--- src/rtl/reset_sequencer.sv ---
// -----------------------------------------------------------------------------
// reset_sequencer
//
// Sequences the member resets of one clock group.
//
// Power-on: while `reset` is high every member reset is held asserted. Once
// `reset` falls, its deassertion is synchronized through a SYNC_STAGES-deep
// flop chain. All members then stay in reset for HOLD_CYCLES edges and are
// released one at a time, lowest index first, GAP_CYCLES edges apart. The
// block then idles.
//
// Software: in IDLE a request carries a mask. Only the masked members are put
// back into reset and run through the same hold/stagger release. The sequence
// ends with a response handshake. An all-zero mask skips straight to the
// response.
//
// Ports
//   clock            in   sole clock, every register on the rising edge
//   reset            in   asynchronous, active-high reset
//   io_req_valid     in   software reset request valid
//   io_req_ready     out  high only in IDLE; request taken on valid&ready
//   io_req_bits_mask in   [NUM_MEMBERS] bit i set = reset member i
//   io_resp_valid    out  sequence-complete response, held until taken
//   io_resp_ready    in   response consumed on valid&ready
//   io_member_reset  out  [NUM_MEMBERS] registered active-high member resets
//   io_busy          out  high in every state except IDLE
//
// Parameters
//   SYNC_STAGES  reset-deassertion synchronizer depth (>= 2)
//   NUM_MEMBERS  number of member resets
//   HOLD_CYCLES  edges all targeted resets stay asserted (>= 1)
//   GAP_CYCLES   edges between successive member releases (>= 1)
// -----------------------------------------------------------------------------
module reset_sequencer #(
    parameter int SYNC_STAGES = 3,
    parameter int NUM_MEMBERS = 4,
    parameter int HOLD_CYCLES = 16,
    parameter int GAP_CYCLES  = 4
) (
    input  logic                   clock,
    input  logic                   reset,
    input  logic                   io_req_valid,
    output logic                   io_req_ready,
    input  logic [NUM_MEMBERS-1:0] io_req_bits_mask,
    output logic                   io_resp_valid,
    input  logic                   io_resp_ready,
    output logic [NUM_MEMBERS-1:0] io_member_reset,
    output logic                   io_busy
);

    // -------------------------------------------------------------------------
    // Counter sizing
    // -------------------------------------------------------------------------
    // One counter is shared by HOLD and RELEASE. It is sized for the larger
    // of the two intervals and is cleared on every state entry.
    localparam int MAX_CNT = (HOLD_CYCLES > GAP_CYCLES) ? HOLD_CYCLES : GAP_CYCLES;
    localparam int CNT_W   = $clog2(MAX_CNT + 1);

    localparam logic [CNT_W-1:0] HOLD_LAST = CNT_W'(HOLD_CYCLES - 1);
    localparam logic [CNT_W-1:0] GAP_LAST  = CNT_W'(GAP_CYCLES - 1);
    localparam logic [CNT_W-1:0] CNT_SAT   = {CNT_W{1'b1}};

    // -------------------------------------------------------------------------
    // FSM encoding
    // -------------------------------------------------------------------------
    localparam logic [2:0] ST_SYNC    = 3'd0;
    localparam logic [2:0] ST_HOLD    = 3'd1;
    localparam logic [2:0] ST_RELEASE = 3'd2;
    localparam logic [2:0] ST_RESP    = 3'd3;
    localparam logic [2:0] ST_IDLE    = 3'd4;

    // -------------------------------------------------------------------------
    // State
    // -------------------------------------------------------------------------
    logic [SYNC_STAGES-1:0] sync_chain_reg;
    logic [2:0]             state_reg,        state_next;
    logic [CNT_W-1:0]       cnt_reg,          cnt_next;
    logic [NUM_MEMBERS-1:0] mask_reg,         mask_next;
    logic                   sw_seq_reg,       sw_seq_next;
    logic [NUM_MEMBERS-1:0] member_reset_reg, member_reset_next;
    logic                   req_ready_reg,    req_ready_next;
    logic                   resp_valid_reg,   resp_valid_next;
    logic                   busy_reg,         busy_next;

    // -------------------------------------------------------------------------
    // Reset-deassertion synchronizer
    // -------------------------------------------------------------------------
    // The chain is set asynchronously and then shifts in zeros. Its last stage
    // reads 0 only after SYNC_STAGES clean edges following the fall of reset.
    always_ff @(posedge clock or posedge reset) begin
        if (reset) begin
            sync_chain_reg <= {SYNC_STAGES{1'b1}};
        end else begin
            sync_chain_reg <= {sync_chain_reg[SYNC_STAGES-2:0], 1'b0};
        end
    end

    // -------------------------------------------------------------------------
    // Next member to release
    // -------------------------------------------------------------------------
    // The power-on sequence targets every member. A software sequence targets
    // only the latched mask. "remaining" holds the targeted members that are
    // still in reset. Its lowest set bit is the one released next. Picking
    // that bit directly skips untargeted indices at no cycle cost.
    logic [NUM_MEMBERS-1:0] target;
    logic [NUM_MEMBERS-1:0] remaining;
    logic [NUM_MEMBERS-1:0] lower_any;
    logic [NUM_MEMBERS-1:0] release_onehot;
    logic                   last_release;

    assign target    = sw_seq_reg ? mask_reg : {NUM_MEMBERS{1'b1}};
    assign remaining = member_reset_reg & target;

    // lower_any[i] is set when any remaining bit lies below index i.
    assign lower_any[0] = 1'b0;

    genvar gi;
    generate
        for (gi = 1; gi < NUM_MEMBERS; gi++) begin : g_lower
            assign lower_any[gi] = lower_any[gi-1] | remaining[gi-1];
        end
        for (gi = 0; gi < NUM_MEMBERS; gi++) begin : g_pick
            assign release_onehot[gi] = remaining[gi] & ~lower_any[gi];
        end
    endgenerate

    // Releasing release_onehot empties the remaining set.
    assign last_release = ~|(remaining & ~release_onehot);

    // Saturating increment. The counter is always cleared before it could
    // reach the top, so saturation only guarantees that it never wraps.
    logic [CNT_W-1:0] cnt_inc;
    assign cnt_inc = (cnt_reg == CNT_SAT) ? cnt_reg : cnt_reg + 1'b1;

    // -------------------------------------------------------------------------
    // FSM next-state logic
    // -------------------------------------------------------------------------
    always_comb begin
        state_next        = state_reg;
        cnt_next          = cnt_reg;
        mask_next         = mask_reg;
        sw_seq_next       = sw_seq_reg;
        member_reset_next = member_reset_reg;

        case (state_reg)
            ST_SYNC: begin
                if (!sync_chain_reg[SYNC_STAGES-1]) begin
                    state_next = ST_HOLD;
                    cnt_next   = '0;
                end
            end

            ST_HOLD: begin
                if (cnt_reg == HOLD_LAST) begin
                    member_reset_next = member_reset_reg & ~release_onehot;
                    cnt_next          = '0;
                    if (last_release) begin
                        state_next = sw_seq_reg ? ST_RESP : ST_IDLE;
                    end else begin
                        state_next = ST_RELEASE;
                    end
                end else begin
                    cnt_next = cnt_inc;
                end
            end

            ST_RELEASE: begin
                if (cnt_reg == GAP_LAST) begin
                    member_reset_next = member_reset_reg & ~release_onehot;
                    cnt_next          = '0;
                    if (last_release) begin
                        state_next = sw_seq_reg ? ST_RESP : ST_IDLE;
                    end
                end else begin
                    cnt_next = cnt_inc;
                end
            end

            ST_RESP: begin
                if (io_resp_ready) begin
                    state_next = ST_IDLE;
                    cnt_next   = '0;
                end
            end

            ST_IDLE: begin
                if (io_req_valid) begin
                    mask_next   = io_req_bits_mask;
                    sw_seq_next = 1'b1;
                    cnt_next    = '0;
                    // Only masked members re-enter reset. All others were
                    // released earlier and stay low.
                    member_reset_next = member_reset_reg | io_req_bits_mask;
                    state_next = (|io_req_bits_mask) ? ST_HOLD : ST_RESP;
                end
            end

            default: begin
                state_next = ST_SYNC;
                cnt_next   = '0;
            end
        endcase
    end

    // All handshake/status outputs are registered. Their next values are
    // decoded from the next state, so they change on the same edge as the
    // state does.
    always_comb begin
        req_ready_next  = (state_next == ST_IDLE);
        resp_valid_next = (state_next == ST_RESP);
        busy_next       = (state_next != ST_IDLE);
    end

    // -------------------------------------------------------------------------
    // Registers
    // -------------------------------------------------------------------------
    // An assertion of reset at any point aborts the sequence and drops a
    // pending response. The power-on sequence then runs again from SYNC.
    always_ff @(posedge clock or posedge reset) begin
        if (reset) begin
            state_reg        <= ST_SYNC;
            cnt_reg          <= '0;
            mask_reg         <= '0;
            sw_seq_reg       <= 1'b0;
            member_reset_reg <= {NUM_MEMBERS{1'b1}};
            req_ready_reg    <= 1'b0;
            resp_valid_reg   <= 1'b0;
            busy_reg         <= 1'b1;
        end else begin
            state_reg        <= state_next;
            cnt_reg          <= cnt_next;
            mask_reg         <= mask_next;
            sw_seq_reg       <= sw_seq_next;
            member_reset_reg <= member_reset_next;
            req_ready_reg    <= req_ready_next;
            resp_valid_reg   <= resp_valid_next;
            busy_reg         <= busy_next;
        end
    end

    assign io_req_ready    = req_ready_reg;
    assign io_resp_valid   = resp_valid_reg;
    assign io_member_reset = member_reset_reg;
    assign io_busy         = busy_reg;

endmodule

--- config.mk ---
export PLATFORM = sky130hd
export DESIGN_NAME = reset_sequencer
export DESIGN_NICKNAME = d
export VERILOG_FILES = /design/src/rtl/reset_sequencer.sv
export SDC_FILE = /design/constraint.sdc
export NUM_CORES = 1
export LEC_CHECK = 0
export ABC_AREA = 1
export ABC_CLOCK_PERIOD_IN_PS = 4450
export BUFFER_PORTS_ARGS = -buffer_cell sky130_fd_sc_hd__buf_2
export CAP_MARGIN = 20
export CORE_ASPECT_RATIO = 1.75
export CORE_UTILIZATION = 35
export CTS_BUF_LIST = sky130_fd_sc_hd__clkbuf_16
export CTS_CLUSTER_DIAMETER = 30
export DETAILED_ROUTE_END_ITERATION = 7
export HOLD_SLACK_MARGIN = 0.06
export PLACE_DENSITY_LB_ADDON = 0.08
export SLEW_MARGIN = 20
export SYNTH_ARGS = -nofsm -noshare
export SYNTH_HDL_FRONTEND = slang
export SYNTH_SLANG_ARGS = --single-unit
--- constraint.sdc ---
create_clock -name clock -period 4.45 [get_ports clock]
set_input_delay 0.89 -clock clock [delete_from_list [all_inputs] [get_ports clock]]
set_output_delay 0.89 -clock clock [all_outputs]
set_load 0.05 [all_outputs]
# After elaboration in Yosys (flattened, before gate mapping)
# Index checks and enable logic that the tools add are counted.
# totals
register_bits,23
in_bits,8
word_cells,67
# classes
n_addsub,1
eq_ne,15
n_mux,22
n_bitwise,13
reduce_logical,7
# ops
cell,count
$mux 5,6
$pmux 5 s5,1
$mux 3,8
$mux 4,4
$pmux 3 s5,1
$and 4x4->4,3
$pmux 4 s3,1
$ne 2x2->1 const B,5
$eq 3x2->1 const B,3
$reduce_or 4->1,2
$eq 3x3->1 const B,2
$add 5x1->5 const B,1
$eq 5x2->1 const B,1
$eq 5x4->1 const B,1
$eq 5x5->1 const B,1
$not 4->4,1
$or 4x4->4,1
$reduce_and 4->1,1
$and 1x1->1,3
$eq 3x1->1 const B,1
$logic_not 3->1,1
$ne 3x3->1 const B,1
$not 1->1,3
$reduce_and 3->1,1
4 further kinds,5

# Longest topological paths before layout
# depth
depth_word,13
mapped_depth,12
mapped_depth_nobuf,12

# Worst setup path after synthesis
# OpenSTA, ideal clock, no wires.
# synth_path
path_type,input port to flip-flop
startpoint,input io_resp_ready
endpoint,"register resp_valid_reg, in the netlist io_resp_valid"
setup_ps,113
arrival_time_ps,1541
required_ps,4337
slack_ps,2796
path_stages,9
cell_sequence,inv_1 > nand4_1 > o21ai_0 > nor3b_1 > nand2_1 > inv_1 > nand2_2 > nand2_1 > inv_1
# synth_via
elab_chain_len,3
# synth_rtl
item,line_no,text
from (decl),46,"input logic io_resp_ready,"
$mux 3,180,if (io_resp_ready) begin
$pmux 3 s5,145,case (state_reg)
named net state_next[0],76,"logic [2:0] state_reg, state_next;"
$eq 3x2->1,210,resp_valid_next = (state_next == ST_RESP);
named net resp_valid_next,82,"logic resp_valid_reg, resp_valid_next;"
to (signal assigned),236,resp_valid_reg <= resp_valid_next;
to (decl),82,
# The timed path passes the listed nets, and every way through them passes these cells.
# A chain may end at the register's enable or synchronous reset.

# Worst setup path in the final report
# layout_path
startpoint,"register member_reset_reg[0], in the netlist io_member_reset[0]"
endpoint,output io_member_reset[0]
# layout_rtl
item,line_no,text
from (decl),80,"logic [NUM_MEMBERS-1:0] member_reset_reg, member_reset_next;"
from (signal assigned),225,member_reset_reg <= {NUM_MEMBERS{1'b1}};
from (signal assigned),234,member_reset_reg <= member_reset_next;
to (decl),47,"output logic [NUM_MEMBERS-1:0] io_member_reset,"
# No word-level cell between the ends.

==> qor.yml <==
holdPathStages: 0
path_max_fanout: 4
synthesis.nets: 173
die_w_um: 47.7
min_period_ns: 1.97
min_from: "sync_chain_reg[1]"
synth_fa_ha_area_share_pct: 0.978
fin_skew_ns: 0.00336
final_nets: 192
muxShareOfSynthArea_pct: 0
finalHoldViolations: 0
dp_hpwl_um: 2060
final-setup-viol-count: 0
post-synth-top-area-cell: "dfrtp_1"
synthTopCellsByCount: "33 x inv_1, 30 x nand2_1, 15 x dfrtp_1"
timing.rr.start: "cnt_reg[0]"
cts_resized: 0
clock_sinks: 23
syn-cell-area_mm2: 0.00128
rows: 28
start_kind: "flop"
crit_path_end_kind: "primary output"
path_delay_family: "flip-flops"
drt_iter0_markers: 5
drt_wl_total_um: 2600
place_area_mm2: 0.00141
grt_pass1_vias: 1085
grt_pass1_wl_um: 4570
async_reset_ff_share_pct: 100
path_class: "reg2out"
synth_xor_area_share_pct: 1.37
port_buffers: 14
wire_per_inst_um: 11.4
cts_buffers: 3
final_cell_area_mm2: 0.00149
syn_avg_cell_area_um2: 7.80
drtPass1Iterations: 3
root_buffer: "clkbuf_16"
synth_ff_type: "dfrtp_1"
netlist_instances: 164
rrSetupSlack_ns: 2.79
yosysMostFrequentCell: "inv_1"
worst_slew_pin_slew_ns: 0.880
yosysWarnings: 0
via_count: 1049
drive_gt1_share_pct: 26.4
synth_top_family_by_area: "simple AND/OR/NAND/NOR gates"
place_congestion: 0.754
antenna_cells: 0
slowest_delay_ns: 0.56
slowest_stage: "dfstp_2"
grt_max_degree: 24
synth_enable_flop_cells: 0
clkTransAtPathRegs_ns: 0.06
hold_path.class: "reg2reg"
cts_buffer_depth: 2
hold_end: "sync_chain_reg[2]"
clock.fmax_mhz: 507
p_total_mw: 0.737
grt_setup_unrepaired: "false"
track_usage_pct: 16.5
cp.arrival_ns: 1.08
r2r_cells: 11
ys_types: 25
reg2reg_to: "io_resp_valid"
viasPerCell: 4.62
crit_chain: "buf_2"
fin_setup_tns_ns: 0
synth-simple-area-share_pct: 30.3
initial_core_util_pct: 37.2
antenna_found_initial: 0
synth_top_area_share_pct: 29.4
clock_latency_ns: 0.26
drtAntennaViolNets: 0
peakVddDrop_v: 0.000319
fin_util_pct: 43.3
ys_ff_latch: 23
cp.required_ns: 3.56
powerDensity_mw_per_mm2: 497
io_pins: 15
finalCritPeriodShare_pct: 44.3
relSlewSlack_pct: 41.2
cts_setup_buffers: 0
syn_to_final_growth_pct: 16.1
postCtsHoldBufs: 0
dieHeight_um: 82.0
core_area_mm2: 0.00343
die_area_mm2: 0.00391
drv_cap: 0
htreeDepth: 1
grt-ovfl-total: 0
largest_reg_flops: 5
path_buf_inv: 1
slew_violations: 0
netlist_top_cells_area: "dfrtp_1 29%, dfstp_2 16%, inv_1 9.7%, nand2_1 8.8%, o21ai_0 4.7%"
cts_tree: "yes"
synth_compound_area_share_pct: 10.7
yosysSeqAreaShare_pct: 45.8
drc_errors: 0
leakagePower_nw: 0.798
outcome: "completed"
-- layout make-up --
class / count / area, um^2
Tap cell: 45 / 56.3
Clock inverter: 1 / 5.00
Fill cell: 377 / 1950
Sequential cell: 23 / 586
Multi-Input combinational cell: 105 / 558
Clock buffer: 3 / 75.1
Timing Repair Buffer: 14 / 70.1
Inverter: 36 / 135
-- per-stage QoR --
stage / hold slack [ns] / worst slack [ns] / instances
final: 0.356 / 2.48 / 227
after global routing: 0.363 / 2.45 / 227
after CTS: 0.358 / 2.47 / 227
after detailed placement: 0.348 / 2.52 / 223
after global placement: 0.347 / 2.53 / 223
after floorplan: 0.345 / 2.80 / 164
-- routing by layer --
| metal | global-route usage (%) | vias to the layer above | wire length [um] | share of wire, % |
|---|---|---|---|---|
| met5 | 0 | - | 0 | 0 |
| met4 | 8.33 | 0 | 63 | 2.4 |
| met3 | 1.98 | 5 | 32 | 1.2 |
| met2 | 29.7 | 8 | 1450 | 56 |
| met1 | 17.6 | 491 | 1050 | 40 |
| li1 | - | 545 | - | - |
-- power by group --
group          internal (mW)  switching [mW]
combinational         0.0889           0.173
clock                  0.121          0.0767
sequential             0.253          0.0255
total                  0.463           0.275
-- cells in the final DEF (no fill, tap or decap), types with 2 or more instances in the layout --
cell type  netlist  routed
dfstp_2          8       8
inv_1           33      33
nand2_2          8       8
a21oi_1          5       5
nor2_1          14      14
inv_2            3       3
nor2_4           3       3
nand4_1          3       3
nand3_1          7       7
clkbuf_16        0       3
buf_2            0      14
dfrtp_1         15      15
o21ai_0         12      12
nand2_1         30      30
o21ai_1          4       4
nand3_2          5       5
nor2_2           2       2
nor3_1           3       3
-- how the worst max path moves through the flow --
stage	from	endpoint	cells past startpoint
final	io_member_reset[0]	io_member_reset[0]	1
after global routing	io_member_reset[0]	io_member_reset[0]	1
after CTS	io_member_reset[0]	io_member_reset[0]	1
after detailed placement	io_req_valid	io_member_reset[1]	9
after global placement	io_req_valid	io_member_reset[2]	9
after floorplan	io_resp_ready	io_resp_valid	9
-- logic make-up after synthesis --
group	count (synthesis)
AO/OA/AOI/OAI	25
XOR/XNOR	2
adder cells (fa/ha/maj)	1
buffers and inverters	36
flip-flops	23
other	1
AND/OR/NAND/NOR	76
Power figures use the tool's default switching activity.
